### src/rtl/cpu_status_uart.sv
// Serial status reporter: on a rising core exit it sends "PASS xxxxxxxx\r\n" or "FAIL xxxxxxxx\r\n" (8N1).
// Optional heartbeat "RUN  xxxxxxxx\r\n" lines when CPU_STATUS_UART_PERIODIC_EN is defined.
module cpu_status_uart #(
  parameter int CLOCK_HZ      = 27_000_000,
  parameter int BAUD          = 115200,
  parameter int PERIOD_CYCLES = 27_000_000
) (
  input  logic        clock,
  input  logic        reset,
  input  logic [31:0] debug_pc,
  input  logic        success,
  input  logic        exit,
  output logic        uart_tx,
  output logic        busy,
  output logic [7:0]  report_count
);

  localparam int CLKS_PER_BIT = CLOCK_HZ / BAUD;
  localparam int CW = (CLKS_PER_BIT < 2) ? 1 : $clog2(CLKS_PER_BIT);
  localparam logic [CW-1:0] LAST_TICK = CW'(CLKS_PER_BIT - 1);
  localparam logic [3:0] LAST_BYTE = 4'd14;

  generate
    if (CLKS_PER_BIT < 2) begin : g_bad_baud
      $error("cpu_status_uart: CLOCK_HZ/BAUD must be at least 2");
    end
    if (PERIOD_CYCLES < 1) begin : g_bad_period
      $error("cpu_status_uart: PERIOD_CYCLES must be at least 1");
    end
  endgenerate

  typedef enum logic [1:0] {S_IDLE, S_START, S_DATA, S_STOP} state_t;
  typedef enum logic [1:0] {K_PASS, K_FAIL, K_RUN} kind_t;

  state_t state, state_next;
  kind_t kind_q;
  logic [CW-1:0] bit_cnt;
  logic [2:0] bit_idx;
  logic [3:0] byte_idx;
  logic [31:0] pc_q;
  logic exit_d;
  logic tick, exit_trig, hb_fire, start_line, line_done;
  logic [7:0] cur_byte;
  logic tx_d, busy_d;

  function automatic logic [7:0] hex_ascii(input logic [3:0] n);
    return (n < 4'd10) ? (8'h30 + {4'h0, n}) : (8'h37 + {4'h0, n});
  endfunction

  function automatic logic [7:0] line_byte(input logic [3:0] idx, input kind_t kind,
                                           input logic [31:0] pc);
    logic [31:0] tag;
    logic [7:0] b;
    case (kind)
      K_PASS:  tag = 32'h5041_5353;
      K_RUN:   tag = 32'h5255_4E20;
      default: tag = 32'h4641_494C;
    endcase
    b = 8'h0A;
    if (idx <= 4'd3)
      b = 8'(tag >> (8 * (3 - int'(idx))));
    else if (idx == 4'd4)
      b = 8'h20;
    else if (idx <= 4'd12)
      b = hex_ascii(4'(pc >> (4 * (12 - int'(idx)))));
    else if (idx == 4'd13)
      b = 8'h0D;
    return b;
  endfunction

  // busy lags state by one cycle, so a trigger is only taken once busy has actually dropped
  assign exit_trig  = exit & ~exit_d;
  assign start_line = (state == S_IDLE) && !busy && (exit_trig || hb_fire);
  assign tick       = (bit_cnt == LAST_TICK);
  assign line_done  = (state == S_IDLE) && busy;
  assign cur_byte   = line_byte(byte_idx, kind_q, pc_q);

`ifdef CPU_STATUS_UART_PERIODIC_EN
  localparam int TW = (PERIOD_CYCLES < 2) ? 1 : $clog2(PERIOD_CYCLES + 1);
  logic [TW-1:0] hb_timer;

  // heartbeat timer only advances while fully idle
  always_ff @(posedge clock) begin
    if (reset)
      hb_timer <= '0;
    else if (start_line || busy || (state != S_IDLE))
      hb_timer <= '0;
    else
      hb_timer <= hb_timer + 1'b1;
  end

  assign hb_fire = (hb_timer == TW'(PERIOD_CYCLES - 1));
`else
  assign hb_fire = 1'b0;
`endif

  always_ff @(posedge clock) begin
    if (reset)
      state <= S_IDLE;
    else
      state <= state_next;
  end

  always_comb begin
    state_next = state;
    case (state)
      S_IDLE:  if (start_line) state_next = S_START;
      S_START: if (tick) state_next = S_DATA;
      S_DATA:  if (tick && (bit_idx == 3'd7)) state_next = S_STOP;
      S_STOP:  if (tick) state_next = (byte_idx == LAST_BYTE) ? S_IDLE : S_START;
      default: state_next = S_IDLE;
    endcase
  end

  always_comb begin
    tx_d   = 1'b1;
    busy_d = (state != S_IDLE);
    case (state)
      S_START: tx_d = 1'b0;
      S_DATA:  tx_d = cur_byte[bit_idx];
      default: tx_d = 1'b1;
    endcase
  end

  always_ff @(posedge clock) begin
    if (reset) begin
      uart_tx <= 1'b1;
      busy    <= 1'b0;
    end else begin
      uart_tx <= tx_d;
      busy    <= busy_d;
    end
  end

  // the exit trigger takes priority over the heartbeat when both fire together
  always_ff @(posedge clock) begin
    if (reset) begin
      exit_d       <= 1'b0;
      pc_q         <= '0;
      kind_q       <= K_PASS;
      bit_cnt      <= '0;
      bit_idx      <= '0;
      byte_idx     <= '0;
      report_count <= '0;
    end else begin
      exit_d <= exit;
      if (start_line) begin
        pc_q   <= debug_pc;
        kind_q <= exit_trig ? (success ? K_PASS : K_FAIL) : K_RUN;
      end
      if ((state == S_IDLE) || tick)
        bit_cnt <= '0;
      else
        bit_cnt <= bit_cnt + 1'b1;
      if (state == S_IDLE)
        bit_idx <= '0;
      else if ((state == S_DATA) && tick)
        bit_idx <= bit_idx + 1'b1;
      if (state == S_IDLE)
        byte_idx <= '0;
      else if ((state == S_STOP) && tick)
        byte_idx <= (byte_idx == LAST_BYTE) ? 4'd0 : byte_idx + 1'b1;
      if (line_done)
        report_count <= report_count + 1'b1;
    end
  end

endmodule
### config.mk
export PLATFORM = sky130hd
export DESIGN_NAME = cpu_status_uart
export DESIGN_NICKNAME = d
export VERILOG_FILES = /design/src/rtl/cpu_status_uart.sv
export SDC_FILE = /design/constraint.sdc
export NUM_CORES = 1
export LEC_CHECK = 0
export CORE_MARGIN = 2
export CORE_UTILIZATION = 59
export CTS_CLUSTER_DIAMETER = 150
export DETAILED_ROUTE_END_ITERATION = 6
export PLACE_DENSITY_LB_ADDON = 0.2
export SYNTH_ARGS = -nofsm -noshare
export SYNTH_HDL_FRONTEND = slang
export SYNTH_SLANG_ARGS = --single-unit
### constraint.sdc
create_clock -name clock -period 5.5 [get_ports clock]
set_input_delay 1.1 -clock clock [delete_from_list [all_inputs] [get_ports clock]]
set_output_delay 1.1 -clock clock [all_outputs]
set_load 0.005 [all_outputs]
Word level (Yosys, flattened, before mapping)
Cells that the tools add are included.

cells by class
  $lt $le $gt $ge = 4
  multiplexer cells = 18
  equality and inequality tests = 13
  reduce and logical (&&, ||, !) cells = 14
  bitwise logic cells = 2
  add/sub/neg operators = 8
  shift operators = 2

operators with widths
  kind                                                                          number
  29-bit one-hot mux with 2 select lines                                        1
  32-bit by 32-bit >> shifter with 4-bit output                                 1
  32-bit by 32-bit >> shifter with 8-bit output                                 1
  7-bit two-way mux                                                             3
  8-bit by 1-bit adder with 8-bit output, second input constant                 2
  6-bit by 4-bit adder with 7-bit output, first input constant                  2
  2-bit two-way mux                                                             5
  4-bit equality test, second input constant                                    2
  8-bit equality test, second input constant                                    1
  8-bit two-way mux                                                             1
  2-bit != test, second input constant                                          4
  2-bit one-hot mux with 4 select lines                                         1
  2-bit equality test, second input constant                                    3
  1-bit logical AND                                                             6
  2-bit by 4-bit subtractor with 5-bit output, first input constant             1
  4-bit by 4-bit subtractor with 5-bit output, first input constant             1
  4-bit by 1-bit adder with 4-bit output, second input constant                 1
  4-bit by 3-bit equality test with 1-bit output, second input constant         1
  4-bit by 2-bit <= comparator with 1-bit output, second input constant         1
  4-bit <= comparator, second input constant                                    1
  2-bit zero test                                                               2
  3-bit by 4-bit less-than comparator with 1-bit output, second input constant  1
  4-bit less-than comparator, second input constant                             1
  4-bit two-way mux                                                             1
  other kinds (14)                                                              17

word-level totals
  output and inout port bits = 10
  word-level logic and storage cells = 71
  flip-flop bits (word level) = 62
  bits of input ports = 36

Depth between registers and ports, before layout
  word-level depth = 10
  mapped depth = 13
  depth with buffers taken out = 9

Worst setup path after synthesis
No wires, ideal clock.

  path type = register -> register
  from = reg byte_idx[0]
  to = reg uart_tx
  path buffers = 4
  period minus slack after synthesis = 2.896 ns
  path slack = 2.604 ns
  arrival = 2.760 ns
  required time = 5.364 ns
  setup time = 0.136 ns
  cell stages (with the launch flop) = 14
  path through = dfxtp_1 -> buf_6 -> buf_2 -> inv_1 -> ha_1 -> buf_6 -> buf_8 -> mux2_4 -> a221oi_1 -> a32o_2 -> a21boi_2 -> o2111a_1 -> nor4_2 -> o221ai_1

on the way
  cells in the longest elaborated chain, start to end = 10
  elaborated cells between the ends (all ways) = 19
  those cells by class = 4 x add/sub; 3 x order compare; 2 x eq/ne; 2 x shift; 8 x mux

ends and longest elaborated chain
  element                                                                               line  RTL
  start, declared                                                                       39    logic [3:0] byte_idx;
  start signal, assigned                                                                162   byte_idx <= (byte_idx == LAST_BYTE) ? 4'd0 : byte_idx + 1'b1;
  4-bit by 4-bit subtractor with 5-bit output                                           65    b = hex_ascii(4'(pc >> (4 * (12 - int'(idx)))));
  32-bit by 32-bit >> shifter with 4-bit output                                         65
  6-bit by 4-bit adder with 7-bit output or 4-bit less-than comparator (tied branches)  47    return (n < 4'd10) ? (8'h30 + {4'h0, n}) : (8'h37 + {4'h0, n});
  7-bit two-way mux                                                                     47
  7-bit two-way mux                                                                     64    else if (idx <= 4'd12)
  7-bit two-way mux                                                                     62    else if (idx == 4'd4)
  8-bit two-way mux (*)                                                                 60    if (idx <= 4'd3)
  1-bit binary-select mux with 3-bit select (*)                                         120   S_DATA: tx_d = cur_byte[bit_idx];
  1-bit two-way mux (implied by the code) (*)                                           120
  1-bit one-hot mux with 2 select lines (*)                                             118   case (state)
  end signal, assigned                                                                  130   uart_tx <= tx_d;
  end, declared                                                                         13    output logic uart_tx,

Every way passes the cells marked *; elsewhere a longest branch is shown, timed or not. The select of a mux whose other input is x is not followed.
A chain may end at the register's enable or synchronous reset.

Worst setup path in the final report
  from = reg byte_idx[1]
  to = reg uart_tx

Same word-level chain as after synthesis.

==> results.yml <==
logic_synthesis:
  synth_top_family_by_area: "simple AND/OR/NAND/NOR gates"
  syn_inst: 399
  yosys_warnings: 0
  synthTopCellsByArea: "dfxtp_1 (37%), nand2_1 (9.3%), a21oi_1 (8.0%)"
  syn_nets: 448
  synth_top_area_share: 0.374
  synth_compound_area_frac: 0.173
  synth_fa_ha_area_frac: 0.0490
  synth_most_common_cell: "nand2_1"
  synthSimpleGateAreaFrac: 0.218
  ys_async_sr_fraction: 0
  synthTopCellsByCount: "nand2_1 (82), dfxtp_1 (62), a21oi_1 (53)"
  synth.ff_latch_count: 62
  synth.distinct_cells: 55
  synth-edff-count: 0
  synth_top_cell_by_area: "dfxtp_1"
  synthXorXnorAreaFrac: 0.0396
  synth_ff_type: "dfxtp_1"
  seq_area_frac_synth: 0.374
  syn_area_um2: 3320
  muxShareOfSynthArea: 0.0942
  syn_area_per_cell_um2: 8.32
cts:
  htreeDepth: 3
  cts.sinks: 62
  ctsResizeCount: 0
  cts_tree: "yes"
  cts_buffers: 9
  cts-root-buf: "clkbuf_8"
  worstSkewPairLatency_ns: 0.34
  cts_hold_buf: 0
  cts.clk_slew.worst_paths_ns: 0.07
  post-cts-setup-buffers: 0
  cts_max_path_buffers: 2
routing:
  drt_iter0_markers: 261
  drcViolationCount: 0
  num_vias: 2968
  first_pass_iters: 4
  via_per_inst: 5.83
  routed_wl_um: 7500
  ant_nets: 0
  wl_per_cell_um: 14.7
timing:
  setup_tns_ns: 0
  period_share: 0.616
  final_max_slew_viol_count: 0
  worst_pin_slew_ns: 1.18
  fin_ws_ns: 2.11
  fmax_ghz: 0.295
  period_minus_slack_ns: 3.39
  finalSetupViolations: 0
  max-slew-margin-rel: 0.213
  fin_hold_ws_ns: 0.464
  rsz0062_at_grt: "no"
  hold_viol: 0
  finClkSkew_ns: 0.00817
placement:
  io_buffers: 45
  place_congestion: 0.864
  pre_cts_slack_ns: 2.20
  place_area_um2: 3750
  dp_hpwl_um: 5130
global_routing:
  grt_pass1_wl_um: 12800
  grt_max_degree: 48
  first_global_vias: 2865
  grt_antenna_before_repair: 0
  grt_overflow: 0
  grt.total_usage: 0.259
power_and_ir_drop:
  vdd_drop_max_mv: 0.205
  power_density_nw_per_um2: 320
  p_total_mw: 1.25
  leakage_nw: 1.40
floorplanning:
  die_area_um2: 6240
  die_x_um: 79.0
  core_um2: 5470
  placementRows: 27
  io_pins: 46
  start_util: 0.607
  die_y_um: 79.0
worst_setup_path:
  endpoint_kind: "register"
  path_class: "reg -> reg"
  critPathMaxFanout: 15
  start_kind: "register"
  crit_arrival_ns: 3.66
  cp.required_ns: 5.77
finish:
  nets: 481
  syn_to_final_growth_pct: 18.2
  final_area_um2: 3920
  fillers: 446
  drive_gt1_frac: 0.0870
  n_antenna_cell: 0
run_status:
  status: "finished clean"
min_path:
  min_path_type: "reg -> reg"
flow_run:
  maxCapViolations: 0
## routing by layer
| metal | GRT usage | share of wire | up-vias |
|---|---|---|---|
| met2 | 0.417 | 0.47 | 89 |
| met3 | 0.0534 | 0.053 | 13 |
| met5 | 0 | 0 | - |
| li1 | - | - | 1464 |
| met4 | 0.109 | 0.017 | 0 |
| met1 | 0.340 | 0.46 | 1402 |
## registers in the layout, indices dropped and copies added, names as in the netlist
signal,cells
kind_q,2
bit_cnt,8
state,2
bit_idx,3
byte_idx,4
exit_d,1
pc_q,32
uart_tx,1
report_count,8
busy,1
## final cells by class
type	count	area, um^2	share of cell area
tap	72	90.1	0.0230
sequential	62	1240	0.316
inverter	12	45.0	0.0115
clock inverter	4	22.5	0.00574
multi-input combinational	299	1910	0.486
clock buffer	12	145	0.0370
timing repair buffer	48	473	0.121
## kinds of logic (layout without fill, tap and decap cells)
family / count (synthesis) / count (layout)
flip-flops: 62 / 62
AND/OR/NAND/NOR: 161 / 161
multiplexers: 16 / 16
XOR/XNOR: 15 / 15
adder cells (fa/ha/maj): 13 / 13
buffers and inverters: 38 / 76
AO/OA/AOI/OAI: 94 / 94
## final timing paths
kind,start,end,slack (ns),cells past startpoint
max reg2reg,byte_idx[1],uart_tx,2.11,8
min reg2reg,pc_q[1],pc_q[1],0.46,2
max,byte_idx[1],uart_tx,2.11,8
min,pc_q[1],pc_q[1],0.46,2
## where the power goes
| part | internal [mW] | switching [mW] | leakage, nW |
|---|---|---|---|
| Sequential | 0.515 | 0.0559 | 0.505 |
| Clock | 0.174 | 0.176 | 0.0861 |
| Combinational | 0.149 | 0.185 | 0.806 |
| Total | 0.837 | 0.416 | 1.40 |
## worst max-delay path, stage by stage, from the launching register on
cell and delay [ns]:
dfxtp_1 0.62, inv_1 0.17, ha_1 0.72, mux4_2 0.58, o22ai_1 0.23, a311oi_1 0.10
a2111oi_0 0.51, o2111ai_1 0.19, o221ai_1 0.19
## layout by cell type (no fill, tap or decap), types with 3 or more instances in the layout
master / Yosys / final
xor2_1: 10 / 10
nand3_1: 14 / 14
o211ai_1: 3 / 3
a21oi_1: 53 / 53
nor2_1: 33 / 33
inv_1: 12 / 12
mux4_1: 4 / 4
ha_1: 13 / 13
nand2b_1: 3 / 3
nor3b_1: 3 / 3
or3_1: 3 / 3
clkinv_2: 0 / 3
nor3_1: 4 / 4
mux4_2: 6 / 6
buf_4: 0 / 3
clkdlybuf4s50_1: 0 / 45
o221ai_1: 3 / 3
nand2_1: 82 / 82
or2_2: 3 / 3
clkbuf_8: 0 / 10
nor2b_1: 3 / 3
dfxtp_1: 62 / 62
xnor2_1: 5 / 5
o21ai_0: 12 / 12
## metrics by stage
step / cells / utilization
floorplan: 399 / -
global placement: 493 / 0.686
detailed placement: 493 / 0.686
CTS: 509 / 0.717
global route: 509 / 0.717
finish: 509 / 0.717
(Power assumes the default switching activity.)
